`src/rtl/branch_predictor.sv`:
```
// rtl/branch_predictor.sv - gshare direction predictor: 2-bit counters indexed by PC xor global history,
// trained at EX resolve, with mispredict flag and branch statistics.

module branch_predictor #(
    parameter int IDX_BITS = 6,
    parameter int GHR_BITS = 4
) (
    input  logic                clk,
    input  logic                rst_n,
    input  logic                pred_valid,
    input  logic [31:0]         pred_pc,
    output logic                pred_taken,
    output logic [IDX_BITS-1:0] pred_idx,
    input  logic                resolve_valid,
    input  logic [IDX_BITS-1:0] resolve_idx,
    input  logic                resolve_br_en,
    input  logic                resolve_pred,
    output logic                mispredict,
    output logic [31:0]         branch_cnt,
    output logic [31:0]         mispred_cnt
);

    localparam int ENTRIES = 1 << IDX_BITS;

    logic [1:0]          ctr [ENTRIES];
    logic [1:0]          ctr_cur;
    logic [1:0]          ctr_upd;
    logic [GHR_BITS-1:0] ghr;
    logic [GHR_BITS-1:0] ghr_next;
    logic [IDX_BITS-1:0] ghr_ext;
    logic                unused_pred;

    // Prediction outputs are driven from pred_pc regardless of pred_valid.
    assign unused_pred = ^{pred_valid, pred_pc[31:IDX_BITS+2], pred_pc[1:0]};

    assign ghr_ext    = IDX_BITS'(ghr);
    assign pred_idx   = pred_pc[IDX_BITS+1:2] ^ ghr_ext;
    assign pred_taken = ctr[pred_idx][1];

    // Gated by rst_n so no flush is requested while the predictor is held in reset.
    assign mispredict = rst_n & resolve_valid & (resolve_br_en != resolve_pred);

    generate
        if (GHR_BITS == 1) begin : g_ghr_one
            assign ghr_next = resolve_br_en;
        end else begin : g_ghr_shift
            assign ghr_next = {ghr[GHR_BITS-2:0], resolve_br_en};
        end
    endgenerate

    always_comb begin
        ctr_cur = ctr[resolve_idx];
        ctr_upd = ctr_cur;
        if (resolve_br_en) begin
            if (ctr_cur != 2'b11) ctr_upd = ctr_cur + 2'b01;
        end else begin
            if (ctr_cur != 2'b00) ctr_upd = ctr_cur - 2'b01;
        end
    end

    always_ff @(posedge clk or negedge rst_n) begin
        if (!rst_n) begin
            for (int i = 0; i < ENTRIES; i++) ctr[i] <= 2'b01;
        end else if (resolve_valid) begin
            ctr[resolve_idx] <= ctr_upd;
        end
    end

    always_ff @(posedge clk or negedge rst_n) begin
        if (!rst_n) begin
            ghr         <= '0;
            branch_cnt  <= '0;
            mispred_cnt <= '0;
        end else if (resolve_valid) begin
            ghr        <= ghr_next;
            branch_cnt <= branch_cnt + 32'd1;
            if (mispredict) mispred_cnt <= mispred_cnt + 32'd1;
        end
    end

endmodule

```
`config.mk`:
```
export PLATFORM = sky130hd
export DESIGN_NAME = branch_predictor
export DESIGN_NICKNAME = d
export VERILOG_FILES = /design/src/rtl/branch_predictor.sv
export SDC_FILE = /design/constraint.sdc
export NUM_CORES = 1
export LEC_CHECK = 0
export ABC_AREA = 1
export ABC_CLOCK_PERIOD_IN_PS = 3000
export BUFFER_PORTS_ARGS = -buffer_cell sky130_fd_sc_hd__buf_2
export CORE_MARGIN = 2
export CORE_UTILIZATION = 50
export DETAILED_ROUTE_END_ITERATION = 10
export PLACE_DENSITY = 0.69
export SETUP_SLACK_MARGIN = 0.15
export SLEW_MARGIN = 20
export SYNTH_ARGS = -nofsm -noshare
export SYNTH_HDL_FRONTEND = slang
export SYNTH_SLANG_ARGS = --single-unit
```
`constraint.sdc`:
```
create_clock -name clk -period 3 [get_ports clk]
set_input_delay 0.3 -clock clk [delete_from_list [all_inputs] [get_ports clk]]
set_output_delay 0.3 -clock clk [all_outputs]
set_load 0.005 [all_outputs]
```
==> results_dict.tcl, run 1 <==
set metrics [dict create \
    worst-setup-path-type "reg -> out" \
    clock_tree.htree_level_count 4 \
    power_w 0.006871 \
    worst_setup_path_start_kind "flip-flop" \
    detail_route.wirelength_mm 30.61 \
    number_of_nets_produced_by_synthesis 1648 \
    critical_path_arrival_ns 2.46 \
    synth-seq-area-share_pct 44.22 \
    postLayoutCellArea_um2 12620 \
    tritoncts "yes" \
    grt_util_all_layers_pct 26.63 \
    r2r.worst_path.cells 13 \
    gpl.final_weighted_congestion 0.9145 \
    timing.final.crit_period_ns 2.764 \
    layout-drive-gt1-share_pct 13.51 \
    die_y_um 154.1 \
    detailedRoute.firstPassIterationCount 8 \
    routed_via_density 5.279 \
    finalNetCount 1728 \
    cts.root.buffer_cell "sky130_fd_sc_hd__clkbuf_16" \
    grt_pass1_vias 10112 \
    finalSetupViolCount 0 \
    fin_crit_sh_pct 92.14 \
    cts_max_path_buffers 2 \
    synth.cell_area_um2 11270 \
    post_cts_setup_buffer_count 0 \
    switching_power_of_the_nets_w 0.002264 \
    ioPinCount 116 \
    intPower_w 0.004607 \
    clkPwrFrac_pct 33.8 \
    clock.fmax_mhz 361.8 \
    rsz_0062_raised_after_global_routing "no" \
    cts.sinks 196 \
    portBuffers 88 \
    grt_max_degree 69 \
    initial_utilization_pct 51.33 \
    run_status "finished, final reports clean" \
    antenna_found_initial 0 \
    hold_path_depth 3 \
    critPathMaxFanout 17 \
    insertedDiodeCount 0 \
    final_common_cell "sky130_fd_sc_hd__nand2_1" \
    worstHoldPathType "in -> reg" \
    die_w_um 154.1 \
    wire_length_of_the_first_global_routing_pass_mm 50.57 \
    detailedPlace.worstSlack_ns 0.2806 \
    power_frac_comb_pct 19.0 \
    relSlewSlack_pct 42.58 \
    synth_edf_count 0 \
    final_cell_mix "721 x sky130_fd_sc_hd__nand2_1, 176 x sky130_fd_sc_hd__inv_1, 132 x sky130_fd_sc_hd__dfrtp_1" \
    power.share.sequential_pct 47.2 \
    critical_path.endpoint_type "output port" \
    cellPowerDensity_nw_per_um2 544.6 \
    coreArea_um2 21960 \
    setup_slack_ns 0.2358 \
    post_synth.cell_area_avg_um2 7.036 \
    ant_nets 0 \
    timing.final.max_slew_violations 0 \
    ys_warn_count 0 \
    synth-async-reset-ratio_pct 100.0 \
    ir_drop_v 0.0003524 \
    wl_per_cell_um 15.50 \
    timing.setup.tns_ns 0 \
    skew_ns 0.01484 \
    drt_iter0_drc 738 \
    area_growth_pct 11.92 \
    cts-buffers-inserted 17 \
    cts.reportedPaths.clkPinSlew_ns 0.07 \
    max-cap-violations 0 \
    dieArea_um2 23760 \
    worstPathRequired_ns 2.70 \
    number_of_endpoints_with_negative_hold_slack_in_the_final_report 0 \
    worst_slew_pin_slew_ns 0.8614 \
    dpl-instance-area_um2 11980 \
    fp-row-count 54 \
    top_flip_flop_cell_by_instance_count_after_synthesis "sky130_fd_sc_hd__dfrtp_1" \
    yosys_register_bits 196 \
    leakage_power_nw 6.516 \
    netlist-cell-type-count 34 \
    sw_frac_of_total_pct 32.94 \
    dr_total_vias 10427 \
    drc 0 \
    detailed_placement_wirelength_estimate_mm 20.81 \
    worst_skew_pair.late_latency_ns 0.45 \
    grt_overflow 0 \
    synth_cells 1602 \
]
[cells by family after synthesis]
logic type,synth area share [%]
AND/OR/NAND/NOR,37.35
XOR/XNOR,4.895
flip-flops,44.22
AO/OA/AOI/OAI,3.818
buffers and inverters,9.491
adder cells (fa/ha/maj),0.2220
[sequential cells by signal, summed over array words and instances, names as in the netlist]
| name | count |
|---|---|
| ghr | 4 |
| mispred_cnt | 32 |
| branch_cnt | 32 |
| ctr | 128 |
[routing by layer]
layer | up-vias | wire [um] | global-route usage [%]
li1 | 5107 | - | -
met1 | 4906 | 13860 | 36.97
met2 | 363 | 13920 | 42.69
met3 | 51 | 2163 | 3.974
met4 | 0 | 660 | 9.346
met5 | - | 0 | 0
[area by class of cell]
cell class / instances / area (um^2)
timing repair buffer: 117 / 755.7
clock inverter: 15 / 178.9
sequential: 196 / 4985
fill: 2105 / 9343
multi-input combinational: 1168 / 5230
tap: 280 / 350.3
inverter: 182 / 690.7
clock buffer: 17 / 425.4
[critical path, stage by stage (launching register included)]
cell and delay, ns:
sky130_fd_sc_hd__dfrtp_1 0.41, sky130_fd_sc_hd__xnor2_2 0.28, sky130_fd_sc_hd__clkinvlp_4 0.45, sky130_fd_sc_hd__o211ai_1 0.30, sky130_fd_sc_hd__nand3_1 0.11, sky130_fd_sc_hd__nand3_1 0.10, sky130_fd_sc_hd__nand3_1 0.07, sky130_fd_sc_hd__nand3_1 0.08
sky130_fd_sc_hd__nand2_1 0.07, sky130_fd_sc_hd__buf_2 0.13
[through the flow]
stage          cells  util [%]  hold WS [ns]
2_1_floorplan   1602         -      0.004409
3_3_place_gp    1942     54.57        0.1733
3_5_place_dp    1942     54.57        0.1720
4_1_cts         1975     57.37        0.1817
5_1_grt         1975     57.45        0.2114
6_report        1975     57.45        0.1914
[worst paths after layout]
kind	start	to	slack, ns
min	resolve_br_en	ghr[0]$_DFFE_PN0P_	0.19
max reg2reg	ctr[93]$_DFFE_PN0P_	ctr[110]$_DFFE_PN1P_	0.87
max in group asynchronous	rst_n	ctr[39]$_DFFE_PN0P_	0.94
max	ghr[1]$_DFFE_PN0P_	pred_taken	0.24
min in group asynchronous	rst_n	ctr[9]$_DFFE_PN0P_	0.27
min reg2reg	mispred_cnt[31]$_DFFE_PN0P_	mispred_cnt[31]$_DFFE_PN0P_	0.46
[Yosys cell counts (3+ instances only)]
library cell               instances  area [um^2]
sky130_fd_sc_hd__nand2_1         721         2706
sky130_fd_sc_hd__buf_2            17        85.08
sky130_fd_sc_hd__nand3_1         121        605.6
sky130_fd_sc_hd__buf_6            18        202.7
sky130_fd_sc_hd__or2_2             3        18.77
sky130_fd_sc_hd__o211ai_1         40        300.3
sky130_fd_sc_hd__inv_2             3        11.26
sky130_fd_sc_hd__dfrtp_1         132         3303
sky130_fd_sc_hd__inv_1           177        664.4
sky130_fd_sc_hd__o21ai_1           5        25.02
sky130_fd_sc_hd__buf_4             5        37.54
sky130_fd_sc_hd__xor2_1           34        297.8
sky130_fd_sc_hd__dfstp_2          64         1682
sky130_fd_sc_hd__clkbuf_1         13        48.80
sky130_fd_sc_hd__nand4_1          19        118.9
sky130_fd_sc_hd__nor2_1          116        435.4
sky130_fd_sc_hd__o21ai_0          19        95.09
sky130_fd_sc_hd__xnor2_1          29        254.0
sky130_fd_sc_hd__nor3_1           41        205.2
sky130_fd_sc_hd__nor4_1            3        18.77
[timing repair]
item | CTS | global route
endpoints found under the setup margin | 0 | 1
hold buffers | 1 | 0
resized for setup | 0 | 5
endpoints found under the hold margin | 14 | 0
[power by group through the flow]
stage	combinational, W	clock, W	sequential, W
3_3_place_gp	0.00127	0	0.00328
4_1_cts	0.00130	0.00237	0.00324
5_1_grt	0.00147	0.00246	0.00328
3_5_place_dp	0.00129	0	0.00328
2_1_floorplan	0.000855	0	0.00324
6_report	0.00131	0.00232	0.00324
No activity file was read; power rests on OpenSTA's default activity.
==> run 2, diff against run 1 <==
Settings changed: ABC_AREA 1 to default, PLACE_DENSITY 0.69 to 0.7.
==> results_dict.tcl, run 2 <==
set metrics [dict create \
    synth-seq-area-share_pct 51.87 \
    largest_register_ffs 128 \
    skew_ns 0.008393 \
    ioPinCount 116 \
    ir_drop_v 0.0004188 \
    routed_via_density 5.617 \
    layoutNonFillerInstCount 1270 \
    number_of_endpoints_with_negative_hold_slack_in_the_final_report 0 \
    grt_pass1_vias 6943 \
    critical-path-max-stage-delay_ns 0.53 \
    grt_util_all_layers_pct 24.05 \
    timing.final.crit_period_ns 3.293 \
    worst-setup-path-type "reg -> out" \
    synth.top_cell.area_share_pct 34.37 \
    clock.fmax_mhz 303.7 \
    antenna_found_initial 0 \
    setup_slack_ns -0.2925 \
    wl_per_cell_um 18.64 \
    worst_skew_pair.late_latency_ns 0.43 \
    cts.reportedPaths.clkPinSlew_ns 0.07 \
    worst_setup_path_start_kind "flip-flop" \
    synth-async-reset-ratio_pct 100.0 \
    tritoncts "yes" \
    grt_overflow 0 \
    number_of_nets_produced_by_synthesis 946 \
    critical-path-top-cell-by-count "sky130_fd_sc_hd__mux4_2" \
    clock_tree.htree_level_count 4 \
    synth.cell_area_um2 9610 \
    wire_length_of_the_first_global_routing_pass_mm 37.80 \
    gpl.final_weighted_congestion 0.8995 \
    critical_path.endpoint_type "output port" \
    cellPowerDensity_nw_per_um2 586.3 \
    dr_total_vias 7133 \
    finalNetCount 1069 \
    post_synth_xor_area_fraction_pct 6.106 \
    timing.final.max_slew_violations 0 \
    synth_cells 900 \
    worstPathRequired_ns 2.70 \
    synth_edf_count 0 \
    detail_route.wirelength_mm 23.68 \
    power_w 0.006584 \
    worst_path_max_delay_cell "sky130_fd_sc_hd__mux4_2" \
    crit_chain "xor2_4, buf_12, mux4_2, mux4_2, mux4_2, buf_6" \
    synth_top_family_by_area "simple AND/OR/NAND/NOR gates" \
    relSlewSlack_pct 41.73 \
    cts.root.buffer_cell "sky130_fd_sc_hd__clkbuf_16" \
    synthMostInstantiatedCell "sky130_fd_sc_hd__nand2_1" \
    final_cell_mix "240 x sky130_fd_sc_hd__nand2_1, 131 x sky130_fd_sc_hd__dfrtp_1, 86 x sky130_fd_sc_hd__buf_2" \
    area_growth_pct 16.85 \
    die_w_um 142.6 \
    grt_max_degree 69 \
    yosys_register_bits 196 \
    detailedRoute.firstPassIterationCount 5 \
    netlist-cell-type-count 54 \
    numPlacedInstances 1236 \
    critPathBufInv 2 \
    layout-drive-gt1-share_pct 31.76 \
    finalSetupViolCount 1 \
    ys_warn_count 0 \
    cts_max_path_buffers 2 \
    drt_iter0_drc 636 \
    coreArea_um2 18770 \
    critical_path_arrival_ns 2.99 \
    post_synth.cell_area_avg_um2 10.68 \
    dieArea_um2 20350 \
    top_flip_flop_cell_by_instance_count_after_synthesis "sky130_fd_sc_hd__dfrtp_1" \
    portBuffers 88 \
    final_common_cell "sky130_fd_sc_hd__nand2_1" \
    initial_utilization_pct 51.21 \
    yosys.area_share.simple_pct 15.68 \
    insertedDiodeCount 0 \
    detailed_placement_wirelength_estimate_mm 16.59 \
    run_status "finished, violations left" \
    worstHoldPathType "in -> reg" \
    cts.sinks 196 \
    leakage_power_nw 4.982 \
    fin_crit_sh_pct 109.8 \
    top_register "ctr" \
    critical-path-top-delay-family "multiplexers" \
    fp-row-count 50 \
    cts-buffers-inserted 17 \
    layout_top_registers "ctr: 128 flops, branch_cnt: 32 flops, mispred_cnt: 32 flops" \
    yosysTopAreaCell "sky130_fd_sc_hd__dfrtp_1" \
    post_synth_fa_ha_maj_area_fraction_pct 0.5077 \
    synth_compound_gate_area_share_pct 11.00 \
    ys_top_cells_by_count "240 x sky130_fd_sc_hd__nand2_1, 132 x sky130_fd_sc_hd__dfrtp_1, 72 x sky130_fd_sc_hd__o21ai_0" \
    max-cap-violations 0 \
    dpl-instance-area_um2 10630 \
    synth.area.mux_share_pct 12.15 \
    critPathMaxFanout 11 \
    worst_slew_pin_slew_ns 0.8740 \
    die_y_um 142.6 \
    ant_nets 0 \
    violated_checks "setup timing" \
    postLayoutCellArea_um2 11230 \
    rsz_0062_raised_after_global_routing "yes" \
    drc 0 \
    yosys-top-cells-area "sky130_fd_sc_hd__dfrtp_1 34%, sky130_fd_sc_hd__dfstp_2 17%, sky130_fd_sc_hd__nand2_1 9.4%, sky130_fd_sc_hd__mux4_2 8.4%, sky130_fd_sc_hd__o21ai_0 3.7%" \
]
## run 2: cell types whose count changed after synthesis, moves of 16 or more
cell / before / now
sky130_fd_sc_hd__nand2_1: 721 / 240
sky130_fd_sc_hd__nand3_1: 121 / 14
sky130_fd_sc_hd__o21ai_2: 0 / 37
sky130_fd_sc_hd__o21ai_1: 5 / 23
sky130_fd_sc_hd__o211ai_1: 40 / 1
sky130_fd_sc_hd__mux4_2: 0 / 36
sky130_fd_sc_hd__mux2_2: 0 / 16
sky130_fd_sc_hd__nor2_1: 116 / 37
sky130_fd_sc_hd__o21ai_0: 19 / 72
sky130_fd_sc_hd__nor3_1: 41 / 10
sky130_fd_sc_hd__inv_1: 177 / 12
## run 2: kinds of logic after synthesis
group	Yosys count
DFF	196
buffers and inverters	48
AOI/OAI and AO/OA	166
adders and majority gates	4
xor gates and xnor gates	67
and+or+nand+nor	351
muxes	68
## run 2: report_power, final
part | internal, W | switching (W) | total [W]
Sequential | 0.00300 | 0.000225 | 0.00323
Clock | 0.00121 | 0.00104 | 0.00225
Combinational | 0.000517 | 0.000593 | 0.00111
## run 2: stage by stage
stage / hold slack, ns / TNS [ns] / utilization, % / setup WS (ns)
6_report: 0.1557 / -0.2925 / 59.83 / -0.2925
5_1_grt: 0.1598 / -0.3466 / 59.83 / -0.3466
4_1_cts: 0.1449 / -0.2911 / 59.80 / -0.2911
3_5_place_dp: 0.1875 / 0 / 56.63 / 0.007716
3_3_place_gp: 0.1897 / 0 / 56.63 / 0.02920
2_1_floorplan: 0.004409 / 0 / - / 0.2007
## run 2: area by class of cell
| cell class | instances | area (um^2) |
|---|---|---|
| timing repair buffer | 140 | 935.9 |
| tap | 234 | 292.8 |
| clock inverter | 11 | 115.1 |
| sequential | 196 | 4986 |
| multi-input combinational | 656 | 4394 |
| clock buffer | 21 | 460.4 |
| fill | 1594 | 7538 |
| inverter | 12 | 45.04 |
## run 2: worst paths after layout
path | from | to | slack, ns | cells past startpoint
setup / recovery | ghr[0]$_DFFE_PN0P_ | pred_taken | -0.29 | 6
min in group asynchronous | rst_n | ctr[53]$_DFFE_PN0P_ | 0.30 | 2
hold / removal | resolve_br_en | ghr[0]$_DFFE_PN0P_ | 0.16 | 2
hold reg to reg | branch_cnt[31]$_DFFE_PN0P_ | branch_cnt[31]$_DFFE_PN0P_ | 0.46 | 1
max in group asynchronous | rst_n | ghr[0]$_DFFE_PN0P_ | 1.54 | 3
setup reg to reg | ctr[68]$_DFFE_PN1P_ | ctr[16]$_DFFE_PN1P_ | 0.27 | 8
## run 2: repair_timing
action | CTS | global route
setup endpoints to repair | 1 | 1
endpoints found under the hold margin | 19 | 0
cloned | 0 | 0
resized for setup | 1 | 1
pin swaps | 1 | 0
setup buffers | 1 | 0
hold buffers | 1 | 0
## run 2: worst register-to-register path, stage by stage (launching register included)
cell                      delay, ns
sky130_fd_sc_hd__dfstp_2       0.38
sky130_fd_sc_hd__mux4_2        0.46
sky130_fd_sc_hd__mux2_2        0.28
sky130_fd_sc_hd__a22oi_1       0.19
sky130_fd_sc_hd__nand4_1       0.13
sky130_fd_sc_hd__or3_1         0.40
sky130_fd_sc_hd__maj3_4        0.35
sky130_fd_sc_hd__buf_12        0.20
sky130_fd_sc_hd__o21ai_0       0.27
## run 2: routing by layer
| layer | global-route usage, % | vias up | share of wire, % |
|---|---|---|---|
| met3 | 3.622 | 29 | 5.3 |
| met5 | 0 | - | 0 |
| met1 | 34.32 | 3514 | 45 |
| met4 | 6.722 | 0 | 1.6 |
| met2 | 38.71 | 214 | 48 |
| li1 | - | 3376 | - |
